==> src/rtl/a51_pkg.sv <==
// Shared state encoding, default phase lengths and helpers
// for the A5/1 phase sequencer.
package a51_pkg;

    typedef enum logic [2:0] {
        ST_IDLE  = 3'd0,
        ST_KEY   = 3'd1,
        ST_FRAME = 3'd2,
        ST_MIX   = 3'd3,
        ST_OUT   = 3'd4
    } a51_state_e;

    localparam int A51_KEY_LEN   = 64;
    localparam int A51_FRAME_LEN = 22;
    localparam int A51_MIX_LEN   = 100;
    localparam int A51_OUT_LEN   = 228;

    // One-hot phase flags ordered {out, mix, frame, key}
    function automatic logic [3:0] a51_stage(input a51_state_e s);
        case (s)
            ST_KEY:   return 4'b0001;
            ST_FRAME: return 4'b0010;
            ST_MIX:   return 4'b0100;
            ST_OUT:   return 4'b1000;
            default:  return 4'b0000;
        endcase
    endfunction

    function automatic bit a51_len_ok(input int len, input int w);
        return (len >= 1) && (longint'(len) <= (longint'(1) << w));
    endfunction

endpackage

==> src/rtl/a51_phase_cnt.sv <==
// Terminal-count cycle counter shared by all sequencer phases;
// wraps to zero after reaching the supplied terminal value.
module a51_phase_cnt #(
    parameter int W = 9
) (
    input  logic         clk,
    input  logic         clr_n,
    input  logic         i_clr,
    input  logic         i_en,
    input  logic [W-1:0] i_term,
    output logic [W-1:0] o_cnt,
    output logic         o_tc
);

    logic [W-1:0] r_cnt;

    assign o_cnt = r_cnt;
    assign o_tc  = (r_cnt == i_term);

    always_ff @(posedge clk) begin
        if (!clr_n || i_clr) begin
            r_cnt <= '0;
        end else if (i_en) begin
            r_cnt <= o_tc ? '0 : r_cnt + 1'b1;
        end
    end

endmodule

==> src/rtl/a51_phase_sequencer.sv <==
// Phase sequencer for an A5/1 keystream generator:
// KEY -> FRAME -> MIX -> OUT, optionally looping over frames.
module a51_phase_sequencer
    import a51_pkg::*;
#(
    parameter int CNT_W     = 9,
    parameter int KEY_LEN   = A51_KEY_LEN,
    parameter int FRAME_LEN = A51_FRAME_LEN,
    parameter int MIX_LEN   = A51_MIX_LEN,
    parameter int OUT_LEN   = A51_OUT_LEN,
    parameter int FN_W      = 22
) (
    input  logic             clk,
    input  logic             clr_n,
    input  logic             start,
    input  logic             en,
    input  logic             abort,
    input  logic             cont,
    output logic             stage_key,
    output logic             stage_frame,
    output logic             stage_mix,
    output logic             stage_out,
    output logic [CNT_W-1:0] cnt,
    output logic [FN_W-1:0]  frame_num,
    output logic             ks_valid,
    output logic             busy,
    output logic             done
);

    if (!(a51_len_ok(KEY_LEN, CNT_W) && a51_len_ok(FRAME_LEN, CNT_W) &&
          a51_len_ok(MIX_LEN, CNT_W) && a51_len_ok(OUT_LEN, CNT_W)))
    begin : g_len_chk
        $error("a51_phase_sequencer: phase length outside 1..2**CNT_W");
    end

    localparam logic [CNT_W-1:0] KEY_T   = CNT_W'(KEY_LEN - 1);
    localparam logic [CNT_W-1:0] FRAME_T = CNT_W'(FRAME_LEN - 1);
    localparam logic [CNT_W-1:0] MIX_T   = CNT_W'(MIX_LEN - 1);
    localparam logic [CNT_W-1:0] OUT_T   = CNT_W'(OUT_LEN - 1);

    a51_state_e       r_state;
    logic [3:0]       r_stage;
    logic [FN_W-1:0]  r_fn;
    logic             r_done;
    logic [CNT_W-1:0] w_term;
    logic             w_tc;
    logic             w_adv;
    logic             w_last;
    logic             w_cnt_clr;

    always_comb begin
        w_term = '0;
        case (r_state)
            ST_KEY:   w_term = KEY_T;
            ST_FRAME: w_term = FRAME_T;
            ST_MIX:   w_term = MIX_T;
            ST_OUT:   w_term = OUT_T;
            default:  w_term = '0;
        endcase
    end

    assign w_adv     = en && (r_state != ST_IDLE);
    assign w_last    = w_adv && w_tc;
    assign w_cnt_clr = abort || (r_state == ST_IDLE);

    a51_phase_cnt #(
        .W (CNT_W)
    ) u_cnt (
        .clk    (clk),
        .clr_n  (clr_n),
        .i_clr  (w_cnt_clr),
        .i_en   (w_adv),
        .i_term (w_term),
        .o_cnt  (cnt),
        .o_tc   (w_tc)
    );

    always_ff @(posedge clk) begin
        if (!clr_n) begin
            r_state <= ST_IDLE;
            r_stage <= '0;
            r_fn    <= '0;
            r_done  <= 1'b0;
        end else if (abort) begin
            r_state <= ST_IDLE;
            r_stage <= '0;
            r_done  <= 1'b0;
        end else begin
            r_done <= 1'b0;
            case (r_state)
                ST_IDLE: if (start) begin
                    r_state <= ST_KEY;
                    r_stage <= a51_stage(ST_KEY);
                    r_fn    <= '0;
                end
                ST_KEY: if (w_last) begin
                    r_state <= ST_FRAME;
                    r_stage <= a51_stage(ST_FRAME);
                end
                ST_FRAME: if (w_last) begin
                    r_state <= ST_MIX;
                    r_stage <= a51_stage(ST_MIX);
                end
                ST_MIX: if (w_last) begin
                    r_state <= ST_OUT;
                    r_stage <= a51_stage(ST_OUT);
                end
                ST_OUT: if (w_last) begin
                    r_done <= 1'b1;
                    if (cont) begin
                        r_state <= ST_FRAME;
                        r_stage <= a51_stage(ST_FRAME);
                        r_fn    <= r_fn + 1'b1;
                    end else begin
                        r_state <= ST_IDLE;
                        r_stage <= '0;
                    end
                end
                default: begin
                    r_state <= ST_IDLE;
                    r_stage <= '0;
                end
            endcase
        end
    end

    assign stage_key   = r_stage[0];
    assign stage_frame = r_stage[1];
    assign stage_mix   = r_stage[2];
    assign stage_out   = r_stage[3];
    assign busy        = |r_stage;
    assign ks_valid    = r_stage[3] && en;
    assign frame_num   = r_fn;
    assign done        = r_done;

endmodule

==> config.mk <==
export PLATFORM = sky130hd
export DESIGN_NAME = a51_phase_sequencer
export DESIGN_NICKNAME = d
export VERILOG_FILES = /design/src/rtl/a51_pkg.sv /design/src/rtl/a51_phase_cnt.sv /design/src/rtl/a51_phase_sequencer.sv
export SDC_FILE = /design/constraint.sdc
export NUM_CORES = 1
export LEC_CHECK = 0
export ABC_AREA = 0
export CAP_MARGIN = 20
export CORE_MARGIN = 2
export CORE_UTILIZATION = 47
export CTS_BUF_LIST = sky130_fd_sc_hd__clkbuf_16
export CTS_CLUSTER_DIAMETER = 40
export CTS_CLUSTER_SIZE = 24
export DETAILED_ROUTE_END_ITERATION = 7
export PLACE_DENSITY = 0.88
export SETUP_SLACK_MARGIN = 0.15
export SLEW_MARGIN = 20
export SYNTH_ARGS = -nofsm -noshare
export SYNTH_HDL_FRONTEND = slang
export SYNTH_HIERARCHICAL = 1
export SYNTH_SLANG_ARGS = --single-unit
==> constraint.sdc <==
create_clock -name clk -period 2.9 [get_ports clk]
set_input_delay 0.58 -clock clk [delete_from_list [all_inputs] [get_ports clk]]
set_output_delay 0.58 -clock clk [all_outputs]
set_load 0.1 [all_outputs]
==> qor.txt, run 1 <==
DR WL/cell - 17.30 um
pin count of the biggest net entering global routing - 19
CP arrival - 2770 ps
Main synth FF type - dfxtp_1
Die Ht - 75.33 um
YS warnings - 6
first-pass GRT wire length - 11,050 um
grt total ovfl - 0
Design Area, Final - 0.003098 mm2
Setup crit end kind - flop
drt drc - 0
Final ANT Viol Nets - 0
final net count - 351
pre-CTS setup slack - 14.20 ps
CTS tree - done
die area - 0.005674 mm2
Async SR Flop Fraction - 0%
switch share - 25.48%
CTS Root Cell - clkbuf_16
Flop pwr share - 44.2%
GRT Max-Usage Layer - met2
Post-DP Area - 0.002870 mm2
Via density - 6.346
Reg clk slew, reported paths - 50 ps
ANT cells - 0
slew margin rel. - 63.83%
Layout Utilization - 64.31%
final setup margin - 300.8 ps
clk buf depth - 2
sequential cell area - 764.5 um2
gpl congestion - 0.8853
Cell Rows - 25
post-synthesis register bit count - 38
DRT Pass-1 Iters - 5
CP Data Required Time - 3070 ps
# fillers - 395
Peak supply drop - 0.2325 mV
P_int - 886.8 uW
Die W - 75.33 um
RSZ-0062 raised after global routing - no
WS Path Type - flop to flop
Lkg Pwr - 1.161 nW
Mapped Area - 0.002391 mm2
syn avg cell area - 8.189 um2
initial DRC count - 333
area occupied by multi-input gates - 0.001583 mm2
Fmax - 0.3847 GHz
share of cells above drive strength 1 - 25.66%
Clk network pwr share - 43.0%
htree depth - 2
Final HPWL DP - 4707 um
HP Class - flop to flop
Synthesized Nets - 300
Sink Count - 38
Setup Skew - 4.699 ps
final worst path period need - 2599 ps
period utilization - 89.63%
core box area - 0.004817 mm2
starting density of the core - 49.64%
Post-Syn Instances - 292
logic gate share of total power - 12.8%
Post-synth EDFFs - 0
Final setup violation count - 0
met3 usage - 5.556%
Worst-Skew Late Latency - 280 ps
library cells used by synthesis - 58
CTS Hold Bufs - 0
sequential element share of the synthesized area - 31.82%
TritonCTS Buffers - 5
met1 layer usage reported by global route - 35.05%
Psw - 303.2 uW
Final Hold Fails - 0
PwrDens - 384.1 mW/mm2
vias in the first global route - 2,264
gr usage total - 25.35%
Layout Area Growth over Synthesis - 29.57%
I/O pin count - 44
Max Cap Violations - 0
Max Transition Viols Final - 0
maximum fanout along the worst path - 18
Port Buffers - 43
met2 Use GR - 38.26%
Detailed Route WL - 7095 um
status - finished clean
initial antenna violation count - 0
Slew @ Worst Pin - 537.5 ps
detailed-route via count - 2,602
startpoint types - flop
[synth_stat cells (4+ instances only)]
library cell | number | area share, %
o211ai_1 | 4 | 1.3
clkbuf_1 | 10 | 1.6
nand3_1 | 14 | 2.9
a211oi_1 | 9 | 2.8
nand2b_1 | 8 | 2.1
and4_1 | 7 | 2.6
a31oi_1 | 11 | 2.9
and3_1 | 6 | 1.6
dfxtp_1 | 38 | 32
or4_1 | 5 | 1.6
o21ai_0 | 10 | 2.1
inv_1 | 5 | 0.79
a21oi_1 | 18 | 3.8
nor3_1 | 10 | 2.1
nor4_1 | 7 | 1.8
nand2_1 | 20 | 3.1
a41oi_1 | 4 | 1.5
nand4_1 | 14 | 3.7
xnor2_1 | 12 | 4.4
nor2_1 | 19 | 3.0
buf_2 | 6 | 1.3
[power groups by stage]
stage                     Sequential, mW  Combinational [mW]  Clock [mW]
after detailed placement           0.537               0.132           0
final                              0.526               0.152       0.512
after floorplan                    0.546              0.0884           0
after global routing               0.526               0.162       0.535
after global placement             0.537               0.128           0
after CTS                          0.526               0.136       0.511
[worst max-delay path, stage by stage (launching register included)]
cell	delay (ps)
dfxtp_4	340
buf_6	160
nor2b_1	90
nand2_1	110
nand2_4	60
or2_4	260
xnor2_2	160
nand2_2	130
nor3_4	200
nand2_4	140
a221oi_4	370
nor2_1	130
a211o_1	320
[routing by layer]
layer,vias up,part of all wire (%)
li1,1219,-
met1,1230,44
met2,133,47
met3,20,7.1
met4,0,2.5
met5,-,0
[area by class of cell]
cell class / count / area share [%]
Timing Repair Buffer: 63 / 16.44
Clock buffer: 5 / 4.039
Tap cell: 67 / 2.706
Inverter: 6 / 0.8078
Clock inverter: 2 / 0.2423
Multi-Input combinational cell: 229 / 51.09
Sequential cell: 38 / 24.68
[state kept, by name, summed over array words and instances, names as in the netlist]
register / flops
done: 1
frame_num: 22
r_stage: 3
r_state: 3
u_cnt/o_cnt: 9
[worst paths after layout]
check | depth (start not counted) | to | start | slack (ps)
setup / recovery | 12 | frame_num[21] | r_state[2] | 300
hold / removal | 1 | frame_num[20] | frame_num[20] | 490
setup reg to reg | 12 | frame_num[21] | r_state[2] | 300
hold reg to reg | 1 | frame_num[20] | frame_num[20] | 490
[per-stage QoR]
step / setup TNS [ps] / hold WS (ps) / std cells / total power, mW
2_1_floorplan: -612.7 / 693.4 / 292 / 0.6348
3_3_place_gp: 0 / 474.4 / 396 / 0.6655
3_5_place_dp: 0 / 477.4 / 396 / 0.6692
4_1_cts: 0 / 489.6 / 405 / 1.174
5_1_grt: 0 / 523.9 / 410 / 1.223
6_report: 0 / 492.2 / 410 / 1.190
[placed cells by master (no fill, tap or decap), drive strengths merged, types with 11 or more instances in the layout]
| cell | instances |
|---|---|
| xnor2 | 13 |
| o21ai | 12 |
| nand3 | 15 |
| nor2 | 19 |
| dfxtp | 38 |
| a31oi | 11 |
| nand2 | 20 |
| a21oi | 18 |
| nand4 | 15 |
| nor3 | 11 |
| buf | 58 |
[cell families (layout without fill, tap and decap cells)]
family / count (synthesis) / in the layout / synth area share, %
compound gates: 76 / 76 / 22.55
xor+xnor: 16 / 16 / 6.175
fa+ha+maj: 2 / 2 / 1.046
buf+inv: 25 / 76 / 4.866
flops: 38 / 38 / 31.82
mux: 3 / 3 / 1.256
other cells: 1 / 1 / 0.1568
simple gates: 131 / 131 / 32.13
[repair_timing]
item / CTS / global route
endpoints found under the setup margin: 13 / 25
resized for setup: 2 / 8
pin swaps: 1 / 4
hold endpoints to repair: 0 / 0
gates cloned: 0 / 0
setup buffers: 2 / 5
Power figures use the tool's default switching activity.
==> inputs of run 2 (changes only) <==
Settings changed: SETUP_SLACK_MARGIN 0.15 to 0.5.
==> run 2 against run 1 <==
Design area is 9.7% higher. Sequential share of layout area is 2.0 points lower. Setup slack worse by 86 ps.
==> qor.txt, run 2 (synthesis gave the netlist of run 1 again) <==
Slew @ Worst Pin - 555.5 ps (was 537.5 ps)
crit path cell chain - buf_4 -> nand2b_1 -> nand2_2 -> xnor2_1 -> nand2_2 -> nor3_4 -> nand2_4 -> a221oi_4 -> a41oi_1 -> a211oi_1 (was buf_6 -> nor2b_1 -> nand2_1 -> nand2_4 -> or2_4 -> xnor2_2 -> nand2_2 -> nor3_4 -> nand2_4 -> a221oi_4 -> nor2_1 -> a211o_1)
initial antenna violation count - 0 (unchanged)
DR WL/cell - 20.15 um (was 17.30 um)
vias in the first global route - 2,594 (was 2,264)
Reg clk slew, reported paths - 50 ps (about the same)
Lkg Pwr - 1.308 nW (was 1.161 nW)
most common cell after layout, fill and taps aside - buf_4 (unchanged)
final setup margin - 214.8 ps (was 300.8 ps)
pin count of the biggest net entering global routing - 15 (was 19)
Setup crit end kind - flop (unchanged)
final net count - 372 (was 351)
Layout Area Growth over Synthesis - 42.18% (was 29.57%)
Fmax - 0.3724 GHz (was 0.3847 GHz)
Max Cap Violations - 0 (unchanged)
startpoint types - flop (unchanged)
CTS Hold Bufs - 0 (unchanged)
drt drc - 0 (unchanged)
core box area - 0.004817 mm2 (unchanged)
max FFs per register - 22 (unchanged)
Critical Path Slowest Stage Cell - a221oi_4 (unchanged)
ANT cells - 0 (unchanged)
slew margin rel. - 62.62% (was 63.83%)
Cell Rows - 25 (unchanged)
gpl congestion - 0.9520 (was 0.8853)
CP Data Required Time - 3080 ps (was 3070 ps)
die area - 0.005674 mm2 (unchanged)
maximum fanout along the worst path - 14 (was 18)
DRT Pass-1 Iters - 5 (unchanged)
Final HPWL DP - 4702 um (was 4707 um)
CP arrival - 2870 ps (was 2770 ps)
WS Path Type - flop to flop (unchanged)
Final Hold Fails - 0 (unchanged)
starting density of the core - 49.64% (unchanged)
commonest non-fill, non-tap cells in the layout - 70 x buf_4, 35 x dfxtp_1, 16 x nor2_1, 16 x a21oi_1, 15 x nand2_1 (was 54 x buf_4, 37 x dfxtp_1, 19 x nor2_1, 17 x a21oi_1, 16 x nand2_1)
initial DRC count - 359 (was 333)
grt total ovfl - 0 (unchanged)
Worst-Skew Late Latency - 280 ps (about the same)
TritonCTS Buffers - 5 (unchanged)
pre-CTS setup slack - 143.6 ps (was 14.20 ps)
Hold Slack - 491.3 ps (was 492.2 ps)
status - finished clean (unchanged)
most used cell, CP - nand2_2 (was nand2_4)
CTS tree - done (unchanged)
Finished Layout Cells - 432 (was 410)
Detailed Route WL - 8703 um (was 7095 um)
detailed-route via count - 2,920 (was 2,602)
Cells after DPL - 399 (was 396)
crit-path max cell delay - 400 ps (was 370 ps)
Die Ht - 75.33 um (unchanged)
PwrDens - 365.1 mW/mm2 (was 384.1 mW/mm2)
first-pass GRT wire length - 12,340 um (was 11,050 um)
period utilization - 92.59% (was 89.63%)
area occupied by multi-input gates - 0.001704 mm2 (was 0.001583 mm2)
Final ANT Viol Nets - 0 (unchanged)
clk buf depth - 2 (unchanged)
Peak supply drop - 0.2328 mV (was 0.2325 mV)
Max Transition Viols Final - 0 (unchanged)
share of cells above drive strength 1 - 36.16% (was 25.66%)
RSZ-0062 raised after global routing - yes (was no)
htree depth - 2 (unchanged)
# fillers - 353 (was 395)
sequential cell area - 769.5 um2 (was 764.5 um2)
Final setup violation count - 0 (unchanged)
CTS Root Cell - clkbuf_16 (unchanged)
I/O pin count - 44 (unchanged)
Setup Skew - 6.956 ps (was 4.699 ps)
Sink Count - 38 (unchanged)
gr usage total - 28.27% (was 25.35%)
Die W - 75.33 um (unchanged)
Port Buffers - 43 (unchanged)
HP Class - flop to flop (unchanged)
final worst path period need - 2685 ps (was 2599 ps)
Via density - 6.759 (was 6.346)
run 2: cell types whose count changed in the layout (fill, tap and decap cells not counted), moves of 3 or more:
cell / previous run / this run
xnor2_1: 10 / 7
nor2_2: 0 / 3
nor2_1: 19 / 16
xnor2_2: 3 / 6
buf_6: 3 / 7
buf_4: 54 / 70
run 2: per-layer routing:
metal | wire length [um] | track usage [%] | up-vias
met5 | 0 | 0 | -
met4 | 435 | 14.23 | 0
met3 | 828 | 6.217 | 66
met2 | 4023 | 43.86 | 231
met1 | 3415 | 37.15 | 1365
li1 | - | - | 1258
run 2: layout make-up:
| type | instances | area share, % |
|---|---|---|
| timing repair buffer | 84 | 19.99 |
| multi-input combinational | 229 | 50.13 |
| sequential | 38 | 22.64 |
| inverter | 6 | 0.7361 |
| tap | 67 | 2.466 |
| clock buffer | 5 | 3.681 |
| clock inverter | 3 | 0.3681 |
run 2: timing repair:
| item | in CTS | in global routing |
|---|---|---|
| gates resized for setup | 21 | 21 |
| endpoints found under the setup margin | 26 | 28 |
| gates cloned | 0 | 1 |
| buffers inserted | 14 | 10 |
| pin swaps | 8 | 13 |
run 2: report_power, final:
group / switching [mW] / internal, mW / leakage, nW
Combinational: 0.114 / 0.0789 / 0.927
Clock: 0.212 / 0.311 / 0.0724
Sequential: 0.00259 / 0.523 / 0.308
Total: 0.329 / 0.913 / 1.31
run 2: stage by stage:
stage | util (%) | cell area [um2] | power (mW) | setup TNS [ps]
3_3_place_gp | 60.05 | 2893 | 0.6684 | 0
3_5_place_dp | 60.05 | 2893 | 0.6705 | 0
5_1_grt | 70.57 | 3400 | 1.272 | 0
6_report | 70.57 | 3400 | 1.241 | 0
2_1_floorplan | - | 2466 | 0.6348 | -612.7
4_1_cts | 66.70 | 3213 | 1.204 | 0
run 2: final timing paths:
check                           startpoint           end  slack, ps  cells past startpoint
worst min-delay path            r_stage[0]    r_stage[0]        490                      2
worst max-delay path            r_state[2]  frame_num[9]        210                     10
worst min register to register  r_stage[0]    r_stage[0]        490                      2
worst max register to register  r_state[2]  frame_num[9]        210                     10
run 2: worst max-delay path, delay by kind of cell, from the launching register on:
kind | cells | cell delay [ps]
DFF | 1 | 360
xor gates and xnor gates | 1 | 250
AOI/OAI and AO/OA | 3 | 920
and+or+nand+nor | 5 | 860
buffers and inverters | 1 | 200
